==> src/rtl/uart_rx_core.sv <==
// uart_rx_core
//   Oversampling UART receiver. It takes one asynchronous frame (a start bit,
//   DATA_BITS data bits sent LSB first, and one stop bit) off the serial line and
//   presents the byte in a valid/ready holding register. The receiver flags
//   framing errors and overruns. It ignores short low glitches on an idle line.
//
//   Ports
//     clk                system clock, rising edge
//     rst_n              asynchronous active-low reset
//     I_baudrate_rx_clk  1-cycle enable at OVERSAMPLE x baud
//     I_rx_en            receiver enable; low forces IDLE
//     I_rxd              asynchronous serial line, idle high
//     I_rx_ready         consumer accepts O_rx_data while O_rx_valid is high
//     O_rx_data          received byte, stable while O_rx_valid is high
//     O_rx_valid         holding register full
//     O_frame_err        1-clk pulse: stop bit sampled low
//     O_overrun_err      1-clk pulse: good frame dropped, register still full
//     O_rx_busy          FSM is not in IDLE
//
//   state | meaning
//   IDLE  | waiting for a low level on the synchronised line
//   START | counting to the middle of the start bit to confirm it
//   DATA  | sampling each data bit at its middle
//   STOP  | sampling the stop bit, then loading or flagging
//   BREAK | line held low after a framing error; wait for it to go high
module uart_rx_core #(
    parameter int DATA_BITS  = 8,
    parameter int OVERSAMPLE = 16
) (
    input  logic                 clk,
    input  logic                 rst_n,
    input  logic                 I_baudrate_rx_clk,
    input  logic                 I_rx_en,
    input  logic                 I_rxd,
    input  logic                 I_rx_ready,
    output logic [DATA_BITS-1:0] O_rx_data,
    output logic                 O_rx_valid,
    output logic                 O_frame_err,
    output logic                 O_overrun_err,
    output logic                 O_rx_busy
);

    localparam int TW = $clog2(OVERSAMPLE);
    localparam int BW = $clog2(DATA_BITS);
    localparam logic [TW-1:0] T_HALF = TW'(OVERSAMPLE / 2 - 1);
    localparam logic [TW-1:0] T_LAST = TW'(OVERSAMPLE - 1);
    localparam logic [BW-1:0] B_LAST = BW'(DATA_BITS - 1);

    typedef enum logic [2:0] {
        IDLE  = 3'd0,
        START = 3'd1,
        DATA  = 3'd2,
        STOP  = 3'd3,
        BREAK = 3'd4
    } state_t;

    state_t                state, state_nxt;
    logic [TW-1:0]         tcnt, tcnt_nxt;
    logic [BW-1:0]         bidx, bidx_nxt;
    logic [DATA_BITS-1:0]  shreg, shreg_nxt;
    logic                  rxd_m, rxd_s;
    logic                  stop_ok, stop_bad, load;

    // The synchroniser resets to the idle-high level so that reset release is not
    // seen as a start edge.
    always_ff @(posedge clk or negedge rst_n) begin
        if (!rst_n) begin
            rxd_m <= 1'b1;
            rxd_s <= 1'b1;
        end else begin
            rxd_m <= I_rxd;
            rxd_s <= rxd_m;
        end
    end

    always_ff @(posedge clk or negedge rst_n) begin
        if (!rst_n) begin
            state <= IDLE;
            tcnt  <= '0;
            bidx  <= '0;
            shreg <= '0;
        end else begin
            state <= state_nxt;
            tcnt  <= tcnt_nxt;
            bidx  <= bidx_nxt;
            shreg <= shreg_nxt;
        end
    end

    always_comb begin
        state_nxt = state;
        tcnt_nxt  = tcnt;
        bidx_nxt  = bidx;
        shreg_nxt = shreg;
        stop_ok   = 1'b0;
        stop_bad  = 1'b0;
        if (!I_rx_en) begin
            state_nxt = IDLE;
            tcnt_nxt  = '0;
            bidx_nxt  = '0;
        end else begin
            case (state)
                IDLE: begin
                    if (!rxd_s) begin
                        state_nxt = START;
                        tcnt_nxt  = '0;
                    end
                end
                START: begin
                    if (I_baudrate_rx_clk) begin
                        if (tcnt == T_HALF) begin
                            tcnt_nxt  = '0;
                            bidx_nxt  = '0;
                            state_nxt = rxd_s ? IDLE : DATA;
                        end else begin
                            tcnt_nxt = tcnt + 1'b1;
                        end
                    end
                end
                DATA: begin
                    if (I_baudrate_rx_clk) begin
                        if (tcnt == T_LAST) begin
                            shreg_nxt[bidx] = rxd_s;
                            tcnt_nxt        = '0;
                            if (bidx == B_LAST) begin
                                bidx_nxt  = '0;
                                state_nxt = STOP;
                            end else begin
                                bidx_nxt = bidx + 1'b1;
                            end
                        end else begin
                            tcnt_nxt = tcnt + 1'b1;
                        end
                    end
                end
                STOP: begin
                    if (I_baudrate_rx_clk) begin
                        if (tcnt == T_LAST) begin
                            tcnt_nxt = '0;
                            if (rxd_s) begin
                                stop_ok   = 1'b1;
                                state_nxt = IDLE;
                            end else begin
                                stop_bad  = 1'b1;
                                state_nxt = BREAK;
                            end
                        end else begin
                            tcnt_nxt = tcnt + 1'b1;
                        end
                    end
                end
                BREAK: begin
                    if (rxd_s) state_nxt = IDLE;
                end
                default: begin
                    state_nxt = IDLE;
                    tcnt_nxt  = '0;
                    bidx_nxt  = '0;
                end
            endcase
        end
    end

    // A load is allowed when the register is empty or is being drained in the same
    // cycle. In that case the new byte replaces the accepted one.
    assign load = stop_ok && (!O_rx_valid || I_rx_ready);

    always_ff @(posedge clk or negedge rst_n) begin
        if (!rst_n) begin
            O_rx_data     <= '0;
            O_rx_valid    <= 1'b0;
            O_frame_err   <= 1'b0;
            O_overrun_err <= 1'b0;
        end else begin
            if (load) begin
                O_rx_data  <= shreg;
                O_rx_valid <= 1'b1;
            end else if (O_rx_valid && I_rx_ready) begin
                O_rx_valid <= 1'b0;
            end
            O_frame_err   <= stop_bad;
            O_overrun_err <= stop_ok && O_rx_valid && !I_rx_ready;
        end
    end

    assign O_rx_busy = (state != IDLE);

endmodule

==> config.mk <==
export PLATFORM = sky130hd
export DESIGN_NAME = uart_rx_core
export DESIGN_NICKNAME = d
export VERILOG_FILES = /design/src/rtl/uart_rx_core.sv
export SDC_FILE = /design/constraint.sdc
export NUM_CORES = 1
export LEC_CHECK = 0
export CORE_ASPECT_RATIO = 1.1
export CORE_MARGIN = 3
export CORE_UTILIZATION = 54
export DETAILED_ROUTE_END_ITERATION = 16
export GPL_TIMING_DRIVEN = 0
export PLACE_DENSITY = 0.86
export SLEW_MARGIN = 20
export SYNTH_ARGS = -nofsm -noshare
export SYNTH_HDL_FRONTEND = slang
export SYNTH_SLANG_ARGS = --single-unit
export TNS_END_PERCENT = 50
==> constraint.sdc <==
create_clock -name clk -period 2.7 [get_ports clk]
set_clock_uncertainty 0.1 [all_clocks]
set_input_delay 0.54 -clock clk [delete_from_list [all_inputs] [get_ports clk]]
set_output_delay 0.54 -clock clk [all_outputs]
set_load 0.05 [all_outputs]
==> qor.csv, run 1 <==
metric,value,unit
p_leak,0.000841,uW
rsz0062_at_grt,false,
core,0.00262,mm^2
cts_buffers,5,
worstSetupStartpointType,primary input,
most-common-layout-cells,"dfrtp_1 (29), mux2_1 (19), clkdlybuf4s50_1 (15)",
rows,19,
power.switching,399,uW
nets,159,
synth_area_leader_cell,dfrtp_1,
hold_buffers,0,
p_seq_share,45.9,%
io_pins,18,
critical_path.max_stage_delay,680,ps
synth_warnings,0,
synth_flop_cell,dfrtp_1,
cts_max_level,2,
clk_pin_slew,90,ps
grt_max_degree,32,
drc,0,
cts.sinks,31,
setup_viol,0,
hold_class,primary input to asynchronous set/reset pin,
power_density,644,mW/mm^2
worstMarginPinSlew,666,ps
async_flop_share,100,%
initial_core_util,59.2,%
internal_power,767,uW
place_ws,73.7,ps
clkPwrFrac,23.2,%
critPathMaxFanout,8,
synth_area_leaders,"dfrtp_1 (47%), mux2_1 (14%), nor3_2 (3.9%)",
timing.final.crit_period,2280,ps
synth.distinct_cells,39,
tns,0,ps
post_route_cells_drive_above_1_share,18.7,%
crit_arrival,2400,ps
grt_usage,18.0,%
yosysSeqAreaShare,50.3,%
grt_pass1_wl,4930,um
drt_wl_total,2740,um
wl_per_cell,15.1,um
critPathCaptureType,register,
fin_crit_sh,84.4,%
gp_congestion,0.844,
postSynthNetCount,135,
clk_latency,320,ps
cts_tree,yes,
hpwl,2020,um
critical-path-top-delay-family,simple AND/OR/NAND/NOR gates,
switching_share,34.2,%
die_h,62.2,um
synth.avg_cell_area,12.3,um^2
dp_cells,174,
chipWidth,57.0,um
cts-root-buf,clkbuf_4,
critPathKind,primary input to register,
slew_violations,0,
final_cells,181,
synthCells,126,
die_area,0.00355,mm^2
insertedDiodeCount,0,
p_comb_share,30.9,%
layout_commonest_cell,dfrtp_1,
overflow,0,
clk_path_buf_depth,2,
yosys_register_bits,31,
status,"finished, final reports clean",
cap_violations,0,
vias,1057,
drt_first_iter_violations,27,
antenna_left,0,
antenna_found_initial,0,
synth_edf_count,0,
grt_pass1_vias,1110,
viasPerCell,5.84,
fill_cells,202,
syn2layout_area_growth,17.0,%
syn-cell-area,0.00155,mm^2
required,2820,ps
crit_slowest_cell,clkdlybuf4s50_1,
crit_chain,clkdlybuf4s50_1 > nand4bb_1 > or3_4 > nor3_2 > mux2_1,
fmax,439,MHz
hold_violations,0,
cp_num_buf_inv,1,
slew_headroom,55.6,%
first_pass_iters,6,
ir_drop,0.644,mV
synth_top_area_share,46.9,%
numPortBuffers,17,
finalWorstSetupSlack,420,ps
Yosys cell counts, types with 2 or more instances:
master and number:
dfrtp_1 29, mux2_1 19, nand3_1 11, nand2_1 8
nor3_2 6, inv_1 4, mux2i_1 4, nor2_1 4
buf_2 3, ha_1 3, nand2b_1 3, dfstp_2 2
nand3_2 2, nor2b_1 2, nor3_1 2
cell type report:
type                            count  area (um^2)  area share, %
Buffer                              4         18.8           1.04
Clock buffer                        6         51.3           2.83
Clock inverter                      1         5.00          0.276
Inverter                            4         15.0          0.829
Multi-Input combinational cell     87          736           40.6
Sequential cell                    31          778           43.0
Tap cell                           31         38.8           2.14
Timing Repair Buffer               17          168           9.26
worst register-to-register path, stage by stage, from the launching register on:
cell,delay [ps]
dfrtp_1,400
ha_1,280
nand4_2,190
nor3_2,290
nand3_2,260
mux2_1,390
layer usage:
metal  part of all wire, %  track usage, %  vias up
li1                      -               -      515
met1                    44            23.1      517
met2                    49            27.4       20
met3                   4.4            5.18        5
met4                   1.7            8.99        0
met5                     0               0        -
cell families (layout without fill, tap and decap cells):
family / after synthesis / count (layout) / synth area share [%]
compound gates: 10 / 10 / 6.14
xor+xnor: 1 / 1 / 0.566
fa+ha+maj: 3 / 3 / 2.43
buf+inv: 8 / 32 / 2.18
flops: 31 / 31 / 50.3
mux: 23 / 23 / 16.4
simple gates: 50 / 50 / 22.0
state kept, by name (all words and copies together), names as in the netlist:
| name | flops |
|---|---|
| O_frame_err | 1 |
| O_overrun_err | 1 |
| O_rx_data | 8 |
| O_rx_valid | 1 |
| bidx | 3 |
| rxd_m | 1 |
| rxd_s | 1 |
| shreg | 8 |
| state | 3 |
| tcnt | 4 |
metrics by stage:
step	hold slack (ps)	util, %	power, uW	area [um^2]
4_1_cts	149	69.1	1180	1810
3_5_place_dp	248	67.0	903	1750
6_report	138	69.2	1170	1810
3_3_place_gp	250	67.2	888	1760
5_1_grt	174	69.2	1240	1810
2_1_floorplan	144	-	812	1550
worst paths after layout:
kind / startpoint / end / slack, ps / cells after the start
setup / recovery: I_rx_en / shreg[2]$_DFFE_PN0P_ / 420 / 5
hold / removal: rst_n / O_rx_valid$_DFFE_PN0P_ / 140 / 1
setup reg to reg: tcnt[0]$_DFFE_PN0P_ / O_rx_data[0]$_DFFE_PN0P_ / 690 / 5
hold reg to reg: rxd_m$_DFF_PN1_ / rxd_s$_DFF_PN1_ / 260 / 0
max in group asynchronous: rst_n / O_rx_data[5]$_DFFE_PN0P_ / 1930 / 1
min in group clk: rxd_m$_DFF_PN1_ / rxd_s$_DFF_PN1_ / 260 / 0
what timing repair did:
item	4_1_cts	5_1_grt
resized for setup	0	1
setup buffers	0	0
setup endpoints to repair	0	1
power by group through the flow:
stage	logic (uW)	registers [uW]	clock network (uW)
6_report	360	534	270
5_1_grt	392	538	311
4_1_cts	365	532	284
3_5_place_dp	362	541	0
3_3_place_gp	351	537	0
2_1_floorplan	280	531	0
Note: power is estimated with default switching activity, not from simulation.
==> run 2, diff against run 1 <==
==> constraint.sdc (replaced) <==
create_clock -name clk -period 2.15 [get_ports clk]
set_clock_uncertainty 0.1 [all_clocks]
set_input_delay 0.43 -clock clk [delete_from_list [all_inputs] [get_ports clk]]
set_output_delay 0.43 -clock clk [all_outputs]
set_load 0.05 [all_outputs]
==> qor.csv, run 2 (synthesis results as in run 1) <==
metric,value,unit,change
die_h,62.2,um,unchanged
crit_slowest_cell,dfrtp_1,,was clkdlybuf4s50_1
most-common-layout-cells,"dfrtp_1 (29), mux2_1 (19), clkdlybuf4s50_1 (14)",,"was dfrtp_1 (29), mux2_1 (19), clkdlybuf4s50_1 (15)"
worstMarginPinSlew,676,ps,was 666 ps
power_density,803,mW/mm^2,was 644 mW/mm^2
post_cts_buffers,0,,unchanged
setup_viol,0,,unchanged
cts_buffers,5,,unchanged
critPathKind,register to output pin,,was primary input to register
worstSetupStartpointType,register,,was primary input
critical_path.max_stage_delay,440,ps,was 680 ps
cts.sinks,31,,unchanged
fin_crit_sh,96.2,%,
core,0.00262,mm^2,unchanged
wl_per_cell,15.2,um,was 15.1 um
tns,0,ps,unchanged
layout_commonest_cell,dfrtp_1,,unchanged
chipWidth,57.0,um,unchanged
fmax,484,MHz,
die_area,0.00355,mm^2,unchanged
clk_latency,330,ps,was 320 ps
antenna_left,0,,unchanged
slew_violations,0,,unchanged
worstReg2RegStart,tcnt[0]$_DFFE_PN0P_,,unchanged
clk_pin_slew,90,ps,about the same
endpoint,O_rx_busy,,was shreg[2]$_DFFE_PN0P_
drc,0,,unchanged
post_route_cells_drive_above_1_share,19.3,%,was 18.7%
critPathCaptureType,output pin,,was register
hpwl,2020,um,unchanged
ir_drop,0.780,mV,was 0.644 mV
fill_cells,202,,unchanged
crit_arrival,1540,ps,was 2400 ps
place_area,0.00175,mm^2,unchanged
crit_chain,buf_2 > or3_1 > buf_2,,was clkdlybuf4s50_1 > nand4bb_1 > or3_4 > nor3_2 > mux2_1
required,1620,ps,was 2820 ps
route.met3.wl,152,um,was 121 um
first_pass_iters,6,,unchanged
cts-root-buf,clkbuf_4,,unchanged
critPathMaxFanout,10,,was 8
hold_violations,0,,unchanged
vias,1051,,was 1057
insertedDiodeCount,0,,unchanged
reg_top3,"O_rx_data: 8 flops, shreg: 8 flops, tcnt: 4 flops",,unchanged
highest_layer,met4,,unchanged
reg2reg_setup_slack,160,ps,was 690 ps
crit_start,state[1]$_DFFE_PN0P_,,was I_rx_en
reg2regPathDepth,5,,unchanged
initial_core_util,59.2,%,unchanged
wl_met1,1190,um,was 1220 um
overflow,0,,unchanged
cts_tree,yes,,unchanged
viasPerCell,5.81,,was 5.84
grt_usage,17.9,%,was 18.0%
antenna_found_initial,0,,unchanged
numPortBuffers,17,,unchanged
crit_top_cell,buf_2,,
cts_max_level,2,,unchanged
drt_first_iter_violations,32,,was 27
rows,19,,unchanged
slew_headroom,54.9,%,was 55.6%
grt_pass1_wl,4920,um,was 4930 um
gp_congestion,0.844,,unchanged
grt_pass1_vias,1104,,was 1110
timing.final.crit_period,2070,ps,
postLayoutCellArea,0.00181,mm^2,about the same
io_pins,18,,unchanged
grt_max_degree,32,,unchanged
rsz0062_at_grt,false,,unchanged
nets,159,,unchanged
rr_endpoint,shreg[2]$_DFFE_PN0P_,,was O_rx_data[0]$_DFFE_PN0P_
cap_violations,0,,unchanged
hold_class,primary input to asynchronous set/reset pin,,unchanged
p_leak,0.000832,uW,was 0.000841 uW
syn2layout_area_growth,16.9,%,was 17.0%
clk_path_buf_depth,2,,unchanged
met2_length,1350,um,about the same
status,"finished, final reports clean",,unchanged
drt_wl_total,2750,um,was 2740 um
-- run 2: cell count changes in the layout (fill, tap and decap cells not counted) --
cell	delta
clkdlybuf4s50_1	-1
dlygate4sd2_1	+1
buf_2	+1
nand3_4	+1
nand3_2	-1
dlymetal6s2s_1	-1
-- run 2: routing by layer --
layer	up-vias	track usage, %
li1	512	-
met1	508	22.9
met2	26	27.4
met3	5	5.18
met4	0	8.99
met5	-	0
-- run 2: area by class of cell --
| type | count | area [um^2] | share of cell area, % |
|---|---|---|---|
| plain buffers | 4 | 18.8 | 1.04 |
| clock buffers | 6 | 51.3 | 2.84 |
| clock inverters | 1 | 5.00 | 0.277 |
| inverters | 4 | 15.0 | 0.830 |
| multi-input cells | 87 | 743 | 41.1 |
| flip-flops and latches | 31 | 778 | 43.0 |
| well taps | 31 | 38.8 | 2.14 |
| repair buffers | 17 | 159 | 8.78 |
-- run 2: what timing repair did --
action                                  CTS  global route
endpoints found under the setup margin    2             8
gates resized for setup                   6             1
hold buffers                              0             0
cloned                                    0             0
-- run 2: worst min path at each step --
stage                             end  slack [ps]  cells past startpoint
2_1_floorplan   O_frame_err$_DFF_PN0_          30                      0
3_3_place_gp          rxd_s$_DFF_PN1_         250                      0
3_5_place_dp          rxd_s$_DFF_PN1_         250                      0
4_1_cts          shreg[1]$_DFFE_PN0P_          40                      1
5_1_grt           bidx[0]$_DFFE_PN0P_          60                      1
6_report       O_rx_valid$_DFFE_PN0P_          30                      1
-- run 2: worst max-delay path: cells and delay by family, from the launching register on --
kind | cells | cell delay [ps]
flip-flops | 1 | 440
buffers and inverters | 2 | 420
AND/OR/NAND/NOR | 1 | 350
-- run 2: through the flow --
step,util (%),instances,hold WS [ps],setup slack (ps),power (uW)
floorplan,-,126,34.4,305,1020
global route,69.2,181,63.8,8.01,1550
global placement,67.2,174,250,-288,1120
detailed placement,67.0,174,248,-366,1130
finish,69.2,181,27.6,82.4,1450
CTS,68.9,181,38.5,71.2,1470
-- run 2: where the power goes --
group / internal, uW / total (uW) / switching [uW]
registers: 623 / 670 / 46.4
logic: 176 / 440 / 264
clock network: 151 / 343 / 192
==> RTL change: new RTL, flow settings as in run 1 <==
The 5 states of `state_t` get a one-hot encoding in 5 bits.
--- a/src/rtl/uart_rx_core.sv
+++ b/src/rtl/uart_rx_core.sv
@@ -47,10 +47,10 @@
     localparam logic [BW-1:0] B_LAST = BW'(DATA_BITS - 1);
 
-    typedef enum logic [2:0] {
-        IDLE  = 3'd0,
-        START = 3'd1,
-        DATA  = 3'd2,
-        STOP  = 3'd3,
-        BREAK = 3'd4
+    typedef enum logic [4:0] {
+        IDLE  = 5'b00001,
+        START = 5'b00010,
+        DATA  = 5'b00100,
+        STOP  = 5'b01000,
+        BREAK = 5'b10000
     } state_t;
 
Check against the original RTL: same outputs for any inputs over 10 cycles, from zero or initial values and one cycle with rst_n low; not proved beyond that.
==> RTL change against run 1 <==
Setup slack got worse by 360 ps. Sequential cell count up 2. Cell count grew 30%. Routed wire length is 38% higher. Global-route usage increased by 1.8 points. Synthesized area rose by 23%. Cell area up 22%. First-iteration DRC count rose by 130%. Critical path type unchanged. Highest routed layer unchanged.
Power is not compared: it rests on default switching activity, and its combinational part moved more than twofold at a synthesized area within 25%.
==> RTL change: results <==
group,metric,value,unit
run_status,outcome,"completed",
finish,fillers,254,
placed_design,dpl.cell_count,228,
worst_setup_path,worstSetupStartpoint,"I_rx_en",
global_route,met3_usage,0.0411,
drt,wirelength,3770,um
drt,vias_per_cell,5.85,
clock_tree,cts.clk_slew.worst_paths,110,ps
worst_setup_path,crit_path_max_incr_delay,650,ps
placed_design,io_buffers,16,
finish,antennaDiodeCount,0,
power,p_clk_frac,0.384,
worst_setup_path,regToRegSetupSlack,380,ps
global_route,grt_max_degree,34,
synthesis,synth_fp_nets,175,
synthesis,synth_common_cells,"dfrtp_1 (30), mux2_2 (16), nor2_1 (11)",
synthesis,synth-seq-area-share,0.437,
timing,tightest_slew,719,ps
drt,wl_met3,172,um
placed_design,place_congestion,0.932,
drt,dr_wl_met2,2010,um
drt,wl_met1,1510,um
global_route,groute.layer.met2.usage,0.370,
global_route,grt_usage,0.198,
synthesis,avgSynthCellArea,11.4,um^2
synthesis,synthTopCellsByArea,"dfrtp_1 (40%), mux2_2 (9.5%), dfstp_2 (4.2%)",
global_route,grt_pass1_vias,1375,
synthesis,synth_cell_types,51,
drt,dr.pass1.iters,4,
worst_setup_path,worstReg2RegEnd,"shreg[5]$_DFFE_PN0P_",
drt,first_iter_violations,63,
clock_tree,numCtsBuffers,5,
clock_tree,clk_latency,350,ps
finish,reg_top3,"O_rx_data: 8 flops, shreg: 8 flops, state: 5 flops",
placed_design,dp_hpwl,2720,um
clock_tree,htree_levels,2,
global_route,grt_first_pass_wirelength,6380,um
drt,num_vias,1381,
worst_setup_path,critical_path_arrival,2780,ps
global_route,met1_usage,0.217,
finish,final_layout_size_suffix_gt1_frac,0.242,
finish,nets,198,
RTL change: area by class of cell:
type,count,area share
multi-input cells,118,0.404
clock buffers,6,0.0233
plain buffers,12,0.0778
clock inverters,2,0.0170
well taps,46,0.0261
inverters,3,0.00511
repair buffers,16,0.0698
flip-flops and latches,33,0.376
RTL change: repair_timing:
item,CTS,global route
setup endpoints to repair,1,1
gates cloned,0,0
hold buffers,0,0
gates resized for setup,1,1
RTL change: logic make-up after synthesis:
group | synth area share
XOR/XNOR | 0.0139
multiplexers | 0.107
AO/OA/AOI/OAI | 0.104
AND/OR/NAND/NOR | 0.222
buffers and inverters | 0.0963
flip-flops | 0.437
adder cells (fa/ha/maj) | 0.0198
RTL change: per-stage QoR:
stage	setup slack (ps)	power, mW	hold WS [ps]
after floorplan	452	0.604	144
after global placement	-222	0.642	246
after detailed placement	-244	0.646	249
after CTS	52.3	1.04	142
after global routing	17.6	1.08	166
final	63.0	1.04	129
